<file path="src/rtl/reg_file_sb_pkg.sv">
// reg_file_sb_pkg: shared defaults and sign-extension helper for the register file
package reg_file_sb_pkg;
  localparam int DEF_DATA_W      = 8;
  localparam int DEF_NUM_REGS    = 8;
  localparam int DEF_IMM_W       = 6;
  localparam int DEF_SHORT_IMM_W = 3;
  localparam int DEF_ADDR_W      = $clog2(DEF_NUM_REGS);
  function automatic logic [63:0] sext(input logic [63:0] v, input int w);
    logic [63:0] r;
    for (int i = 0; i < 64; i++) r[i] = (i < w) ? v[i] : v[w-1];
    return r;
  endfunction
endpackage

</file>
<file path="src/rtl/reg_file_sb_if.sv">
// reg_file_sb_if: decode-stage bus between the core and the register file
interface reg_file_sb_if
  import reg_file_sb_pkg::*;
#(
  parameter int DATA_W = DEF_DATA_W,
  parameter int ADDR_W = DEF_ADDR_W,
  parameter int IMM_W  = DEF_IMM_W
);
  logic [ADDR_W-1:0] Rd1_Reg;
  logic              Rd1_En;
  logic [DATA_W-1:0] Rd1_Data;
  logic [ADDR_W-1:0] Rd2_Reg;
  logic              Rd2_En;
  logic [DATA_W-1:0] Rd2_Data;
  logic [ADDR_W-1:0] Wr_Reg;
  logic [DATA_W-1:0] Wr_Data;
  logic              RegWrite;
  logic              Issue_Valid;
  logic [ADDR_W-1:0] Issue_Dest;
  logic              Issue_Ready;
  logic              Issue_Err;
  logic              Stall;
  logic [IMM_W-1:0]  Immediate_Raw;
  logic              ImmSel;
  logic [DATA_W-1:0] Imm_Data;
  modport master (
    output Rd1_Reg, Rd1_En, Rd2_Reg, Rd2_En, Wr_Reg, Wr_Data, RegWrite,
           Issue_Valid, Issue_Dest, Immediate_Raw, ImmSel,
    input  Rd1_Data, Rd2_Data, Issue_Ready, Issue_Err, Stall, Imm_Data
  );
  modport slave (
    input  Rd1_Reg, Rd1_En, Rd2_Reg, Rd2_En, Wr_Reg, Wr_Data, RegWrite,
           Issue_Valid, Issue_Dest, Immediate_Raw, ImmSel,
    output Rd1_Data, Rd2_Data, Issue_Ready, Issue_Err, Stall, Imm_Data
  );
endinterface

</file>
<file path="src/rtl/reg_file_sb_scoreboard.sv">
// reg_scoreboard: pending-write busy bits, issue legality and read-stall generation
module reg_scoreboard #(
  parameter int NUM_REGS = 8,
  parameter int ADDR_W   = $clog2(NUM_REGS),
  parameter int ZERO_REG = 0
) (
  input  logic              Clk,
  input  logic              Reset_n,
  input  logic [ADDR_W-1:0] i_rd1_reg,
  input  logic              i_rd1_en,
  input  logic [ADDR_W-1:0] i_rd2_reg,
  input  logic              i_rd2_en,
  input  logic [ADDR_W-1:0] i_wr_reg,
  input  logic              i_wr_en,
  input  logic              i_issue_valid,
  input  logic [ADDR_W-1:0] i_issue_dest,
  output logic              o_issue_ready,
  output logic              o_issue_err,
  output logic              o_stall
);
  logic [NUM_REGS-1:0] r_busy;
  logic [NUM_REGS-1:0] w_set;
  logic [NUM_REGS-1:0] w_clr;
  logic                w_dest_zero;
  logic                w_pend1;
  logic                w_pend2;
  logic                r_err;
  // issue legality, set/clear masks and per-port hazard detection
  always_comb begin
    w_dest_zero = (ZERO_REG != 0) && (i_issue_dest == '0);
    o_issue_ready = ~r_busy[i_issue_dest] | (i_wr_en && i_wr_reg == i_issue_dest) | w_dest_zero;
    w_clr = '0;
    w_clr[i_wr_reg] = i_wr_en;
    w_set = '0;
    w_set[i_issue_dest] = i_issue_valid & o_issue_ready & ~w_dest_zero;
    w_pend1 = r_busy[i_rd1_reg] & ~(i_wr_en && i_wr_reg == i_rd1_reg);
    w_pend2 = r_busy[i_rd2_reg] & ~(i_wr_en && i_wr_reg == i_rd2_reg);
    o_stall = (i_rd1_en & w_pend1) | (i_rd2_en & w_pend2);
  end
  // busy vector update (a new producer outranks a completing write) and error pulse
  always_ff @(posedge Clk or negedge Reset_n) begin
    if (!Reset_n) begin
      r_busy <= '0;
      r_err  <= 1'b0;
    end else begin
      r_busy <= (r_busy & ~w_clr) | w_set;
      r_err  <= i_issue_valid & ~o_issue_ready;
    end
  end
  assign o_issue_err = r_err;
endmodule

</file>
<file path="src/rtl/reg_file_sb.sv">
// reg_file_sb: two-read/one-write register file with bypass, scoreboard and immediate extender
module reg_file_sb
  import reg_file_sb_pkg::*;
#(
  parameter int DATA_W      = DEF_DATA_W,
  parameter int NUM_REGS    = DEF_NUM_REGS,
  parameter int IMM_W       = DEF_IMM_W,
  parameter int SHORT_IMM_W = DEF_SHORT_IMM_W,
  parameter int ZERO_REG    = 0
) (
  input logic          Clk,
  input logic          Reset_n,
  reg_file_sb_if.slave bus
);
  localparam int ADDR_W = $clog2(NUM_REGS);
  logic [DATA_W-1:0] r_mem [NUM_REGS];
  logic              w_wr_ok;
  logic [63:0]       w_long;
  logic [63:0]       w_short;
  // combinational reads with write bypass, hard-wired zero register and immediate select
  always_comb begin
    w_wr_ok = bus.RegWrite & ~((ZERO_REG != 0) && bus.Wr_Reg == '0);
    bus.Rd1_Data = ((ZERO_REG != 0) && bus.Rd1_Reg == '0) ? '0 :
                   (w_wr_ok && bus.Wr_Reg == bus.Rd1_Reg) ? bus.Wr_Data : r_mem[bus.Rd1_Reg];
    bus.Rd2_Data = ((ZERO_REG != 0) && bus.Rd2_Reg == '0) ? '0 :
                   (w_wr_ok && bus.Wr_Reg == bus.Rd2_Reg) ? bus.Wr_Data : r_mem[bus.Rd2_Reg];
    w_long  = sext(64'(bus.Immediate_Raw), IMM_W);
    w_short = sext(64'(bus.Immediate_Raw), SHORT_IMM_W);
    bus.Imm_Data = bus.ImmSel ? w_long[DATA_W-1:0] : w_short[DATA_W-1:0];
  end
  // storage: each register resets to its own index, then takes permitted writes
  always_ff @(posedge Clk or negedge Reset_n) begin
    if (!Reset_n) begin
      for (int i = 0; i < NUM_REGS; i++) r_mem[i] <= DATA_W'(i);
    end else if (w_wr_ok) begin
      r_mem[bus.Wr_Reg] <= bus.Wr_Data;
    end
  end
  reg_scoreboard #(
    .NUM_REGS(NUM_REGS),
    .ADDR_W  (ADDR_W),
    .ZERO_REG(ZERO_REG)
  ) u_sb (
    .Clk          (Clk),
    .Reset_n      (Reset_n),
    .i_rd1_reg    (bus.Rd1_Reg),
    .i_rd1_en     (bus.Rd1_En),
    .i_rd2_reg    (bus.Rd2_Reg),
    .i_rd2_en     (bus.Rd2_En),
    .i_wr_reg     (bus.Wr_Reg),
    .i_wr_en      (bus.RegWrite),
    .i_issue_valid(bus.Issue_Valid),
    .i_issue_dest (bus.Issue_Dest),
    .o_issue_ready(bus.Issue_Ready),
    .o_issue_err  (bus.Issue_Err),
    .o_stall      (bus.Stall)
  );
endmodule

</file>
<file path="src/flat_wrapper.sv">
// flat-port wrapper written by rule: the top's interface ports become plain ports
module reg_file_sb_flat import reg_file_sb_pkg::*;
#(
  parameter int DATA_W      = DEF_DATA_W,
  parameter int NUM_REGS    = DEF_NUM_REGS,
  parameter int IMM_W       = DEF_IMM_W,
  parameter int SHORT_IMM_W = DEF_SHORT_IMM_W,
  parameter int ZERO_REG    = 0
)
  (Clk, Reset_n, bus_Rd1_Reg, bus_Rd1_En, bus_Rd2_Reg, bus_Rd2_En, bus_Wr_Reg, bus_Wr_Data, bus_RegWrite, bus_Issue_Valid, bus_Issue_Dest, bus_Immediate_Raw, bus_ImmSel, bus_Rd1_Data, bus_Rd2_Data, bus_Issue_Ready, bus_Issue_Err, bus_Stall, bus_Imm_Data);
  reg_file_sb_if #(.DATA_W(DATA_W), .IMM_W(IMM_W)) bus_i ();
  input logic Clk;
  input logic Reset_n;
  input wire logic [$bits(bus_i.Rd1_Reg)-1:0] bus_Rd1_Reg;
  input wire logic [$bits(bus_i.Rd1_En)-1:0] bus_Rd1_En;
  input wire logic [$bits(bus_i.Rd2_Reg)-1:0] bus_Rd2_Reg;
  input wire logic [$bits(bus_i.Rd2_En)-1:0] bus_Rd2_En;
  input wire logic [$bits(bus_i.Wr_Reg)-1:0] bus_Wr_Reg;
  input wire logic [$bits(bus_i.Wr_Data)-1:0] bus_Wr_Data;
  input wire logic [$bits(bus_i.RegWrite)-1:0] bus_RegWrite;
  input wire logic [$bits(bus_i.Issue_Valid)-1:0] bus_Issue_Valid;
  input wire logic [$bits(bus_i.Issue_Dest)-1:0] bus_Issue_Dest;
  input wire logic [$bits(bus_i.Immediate_Raw)-1:0] bus_Immediate_Raw;
  input wire logic [$bits(bus_i.ImmSel)-1:0] bus_ImmSel;
  output wire logic [$bits(bus_i.Rd1_Data)-1:0] bus_Rd1_Data;
  output wire logic [$bits(bus_i.Rd2_Data)-1:0] bus_Rd2_Data;
  output wire logic [$bits(bus_i.Issue_Ready)-1:0] bus_Issue_Ready;
  output wire logic [$bits(bus_i.Issue_Err)-1:0] bus_Issue_Err;
  output wire logic [$bits(bus_i.Stall)-1:0] bus_Stall;
  output wire logic [$bits(bus_i.Imm_Data)-1:0] bus_Imm_Data;
  assign bus_i.Rd1_Reg = bus_Rd1_Reg;
  assign bus_i.Rd1_En = bus_Rd1_En;
  assign bus_i.Rd2_Reg = bus_Rd2_Reg;
  assign bus_i.Rd2_En = bus_Rd2_En;
  assign bus_i.Wr_Reg = bus_Wr_Reg;
  assign bus_i.Wr_Data = bus_Wr_Data;
  assign bus_i.RegWrite = bus_RegWrite;
  assign bus_i.Issue_Valid = bus_Issue_Valid;
  assign bus_i.Issue_Dest = bus_Issue_Dest;
  assign bus_i.Immediate_Raw = bus_Immediate_Raw;
  assign bus_i.ImmSel = bus_ImmSel;
  assign bus_Rd1_Data = bus_i.Rd1_Data;
  assign bus_Rd2_Data = bus_i.Rd2_Data;
  assign bus_Issue_Ready = bus_i.Issue_Ready;
  assign bus_Issue_Err = bus_i.Issue_Err;
  assign bus_Stall = bus_i.Stall;
  assign bus_Imm_Data = bus_i.Imm_Data;
  reg_file_sb #(.DATA_W(DATA_W), .NUM_REGS(NUM_REGS), .IMM_W(IMM_W), .SHORT_IMM_W(SHORT_IMM_W), .ZERO_REG(ZERO_REG)) u_core (.Clk(Clk), .Reset_n(Reset_n), .bus(bus_i));
endmodule
</file>
<file path="config.mk">
export PLATFORM = sky130hd
export DESIGN_NAME = reg_file_sb_flat
export DESIGN_NICKNAME = d
export VERILOG_FILES = /design/src/rtl/reg_file_sb_pkg.sv /design/src/rtl/reg_file_sb_if.sv /design/src/rtl/reg_file_sb_scoreboard.sv /design/src/rtl/reg_file_sb.sv /design/src/flat_wrapper.sv
export SDC_FILE = /design/constraint.sdc
export NUM_CORES = 1
export LEC_CHECK = 0
export CAP_MARGIN = 20
export CORE_MARGIN = 2
export CORE_UTILIZATION = 52
export DETAILED_ROUTE_END_ITERATION = 16
export MAX_ROUTING_LAYER = met4
export PLACE_DENSITY = 0.76
export SLEW_MARGIN = 30
export SYNTH_ARGS = -nofsm -noshare
export SYNTH_HDL_FRONTEND = slang
export SYNTH_SLANG_ARGS = --single-unit
</file>
<file path="constraint.sdc">
create_clock -name Clk -period 2.4 [get_ports Clk]
set_clock_uncertainty 0.1 [all_clocks]
set_input_delay 0.48 -clock Clk [delete_from_list [all_inputs] [get_ports Clk]]
set_output_delay 0.48 -clock Clk [all_outputs]
set_load 0.01 [all_outputs]
</file>
==> reports/qor.yml <==
run_status:
  status: "finished, violations left"
  violations: "setup timing"
global_route:
  grt_pass1_wl_um: 19300
  grt_max_degree: 27
  antenna_found_initial: 0
  grt_pass1_vias: 3572
  track_usage: 0.274
  overflow: 0
floorplanning:
  coreArea_sq_um: 8260
  rows: 33
  initial_utilization: 0.541
  die_w_um: 96.7
  dieArea_sq_um: 9350
  die_y_um: 96.7
  num_io_pins: 60
detailed_routing:
  drtPass1Iterations: 4
  drt_wl_total_um: 12100
  vias: 3413
  wl_per_cell_um: 21.5
  drc: 0
  vias_per_cell: 6.08
  drt_iter0_drc: 203
  ant_nets: 0
setup_path:
  rr_worst_depth: 6
  r2r_setup_slack_ns: 0.77
  start_kind: "input pin"
  cp_max_fo: 9
  cp_data_required_time_ns: 1.82
  arrival_ns: 1.82
  r2r_start: "u_core.u_sb.r_busy[5]$_DFF_PN0_"
  path_class: "in2out"
  end_kind: "primary output"
  r2r_end: "u_core.u_sb.r_busy[0]$_DFF_PN0_"
place:
  io_buffer_count: 55
  placed_cells: 521
  dpl.hpwl_um: 7940
  gp_congestion: 0.871
  dpl_cell_area_sq_um: 5510
min_path:
  hold_depth: 1
  min-delay-start: "u_core.r_mem[14]$_DFFE_PN0P_"
  whs_endpoint: "u_core.r_mem[14]$_DFFE_PN0P_"
  worstHoldPathType: "reg2reg"
finish:
  final_cell_area_sq_um: 5960
  drive_gt1_frac: 0.542
  n_antenna_cell: 0
  instances_no_fill: 561
  fin_nets: 484
  areaGrowthSynthToFinish_pct: 33.5
sta:
  period_share: 1.00
  hold_violations: 0
  min_period_ns: 2.40
  worst_pin_slew_ns: 0.512
  final-max-slew-violation-count: 0
  rsz0062_at_grt: "yes"
  relSlewSlack: 0.659
  setup_ws_ns: -0.00300
  fmaxAchievable_mhz: 416
  finalSetupViolCount: 1
  whs_ns: 0.431
pwr:
  combPwrFrac: 0.339
  intPower_uw: 2760
  power.switching_uw: 1200
  swShare: 0.303
  seq_power_share: 0.444
  p_leak_uw: 0.00261
  power_uw: 3960
  p_clk_frac: 0.217
  peakVddDrop_mv: 0.594
  powerDensity_nw_per_um2: 665
logic_synthesis:
  ys_seq_area_frac: 0.412
  synthTopCellsByArea: "dfrtp_1 (34%), mux4_2 (17%), mux2_2 (17%)"
  ys_ff_latch: 73
  syn_nets: 368
  synth_cell_types: 36
  yosysWarnings: 0
  synth_top_cell_by_area: "dfrtp_1"
  synth_top_area_share: 0.342
  synth_area_per_cell_sq_um: 13.3
  syn-cell-area_sq_um: 4470
  postSynthCellCount: 335
clocking:
  cts_tree: "built"
  cts_buffer_depth: 2
  clock-sinks: 73
  h-tree-depth: 3
  cts_root_buf: "clkbuf_8"
  clk_latency_ns: 0.35
  numCtsBuffers: 9
  path_clk_slew_ns: 0.08
job:
  maxCapViolations: 0
[worst max-delay path, cell delays in order]
cell	delay, ns
clkdlybuf4s15_2	0.27
xnor2_1	0.26
nand4_2	0.17
buf_4	0.22
nor2_1	0.10
a21oi_1	0.04
dlygate4sd2_1	0.28
[cell usage in the layout (no fill, tap or decap), types with 4 or more instances in the layout]
master and count:
buf_6 6, buf_4 62, o21ai_0 6, mux2i_1 20, nor2_1 21, xnor2_2 5
mux4_2 34, clkdlybuf4s15_1 6, buf_2 11, nand2_1 18, clkbuf_2 4, clkdlybuf4s50_1 21
a21oi_1 19, dlygate4sd2_1 7, mux2_2 67, dfrtp_1 61, buf_12 10, clkbuf_8 10
dfstp_2 12
[cells by family (layout without fill, tap and decap cells)]
family | count (synthesis) | after routing | share of synthesized area
AND/OR/NAND/NOR | 60 | 60 | 0.0846
buffers and inverters | 35 | 156 | 0.0468
multiplexers | 121 | 121 | 0.385
flip-flops | 73 | 73 | 0.412
XOR/XNOR | 9 | 9 | 0.0177
AO/OA/AOI/OAI | 37 | 37 | 0.0532
[metrics by stage]
step	utilization	TNS (ns)	setup slack, ns
after floorplan	-	0	0.303
after global placement	0.667	-11.12	-0.659
after detailed placement	0.667	-11.45	-0.694
after CTS	0.714	0	0.00186
after global routing	0.722	-0.118	-0.0280
final	0.722	-0.00300	-0.00300
[sequential cells by signal (all words and copies together), names as in the netlist]
register,cells
u_core.r_mem,64
u_core.u_sb.o_issue_err,1
u_core.u_sb.r_busy,8
[worst max-delay path by stage]
| stage | from | endpoint | slack, ns |
|---|---|---|---|
| 6_report | bus_Wr_Reg[1] | bus_Rd1_Data[2] | -0.003 |
| 5_1_grt | bus_Wr_Reg[1] | bus_Rd1_Data[6] | -0.03 |
| 4_1_cts | bus_Rd2_Reg[1] | bus_Rd2_Data[5] | 0.002 |
| 3_5_place_dp | bus_Rd2_Reg[1] | bus_Rd2_Data[1] | -0.69 |
| 3_3_place_gp | bus_Rd2_Reg[1] | bus_Rd2_Data[1] | -0.66 |
| 2_1_floorplan | bus_Rd1_Reg[0] | bus_Rd1_Data[3] | 0.30 |
[timing repair]
action,4_1_cts,5_1_grt
buffers inserted,15,4
gates resized for setup,94,20
setup endpoints to repair,18,21
hold buffers,1,0
pin swaps,4,2
cloned,3,1
endpoints found under the hold margin,2,0
[power groups by stage]
| stage | clock [uW] | sequential, uW | combinational, uW |
|---|---|---|---|
| after global placement | 0 | 1750 | 1280 |
| after global routing | 925 | 1790 | 1450 |
| after floorplan | 0 | 1690 | 846 |
| after CTS | 873 | 1750 | 1330 |
| final | 862 | 1760 | 1340 |
| after detailed placement | 0 | 1770 | 1320 |
[cell type report]
cell class | instances | area [sq um]
Tap cell | 105 | 131
Clock buffer | 13 | 149
Multi-Input combinational cell | 227 | 2490
Clock inverter | 3 | 18.8
Inverter | 3 | 11.3
Sequential cell | 73 | 1840
Fill cell | 552 | 2300
Timing Repair Buffer | 137 | 1320
[cells in the mapped netlist]
master      n
a21oi_1    19
a22o_1      1
a41oi_4     1
and2_1      1
buf_1       5
buf_2      11
buf_4      13
buf_6       2
clkbuf_1    1
dfrtp_1    61
dfstp_2    12
inv_1       3
mux2_2     67
mux2i_1    20
mux4_2     34
nand2_1    18
nand2b_1    2
nand2b_4    1
nand4_1     2
nand4_2     3
nand4b_1    1
nand4b_2    3
nor2_1     21
nor2b_1     3
nor3_4      2
nor3b_4     2
o2111ai_1   1
o211a_1     1
o21ai_0     7
o21ai_1     1
o221a_2     1
o22ai_1     3
o311ai_0    1
o31a_1      1
or2_2       1
xnor2_1     9
[metal layers]
layer  track usage  share of wire  vias up
met1         0.378           0.42     1731
met3        0.0513          0.073       26
met4        0.0932          0.027        0
met5             -              0        -
met2         0.415           0.48      160
li1              -              -     1496
(Power assumes the default switching activity.)
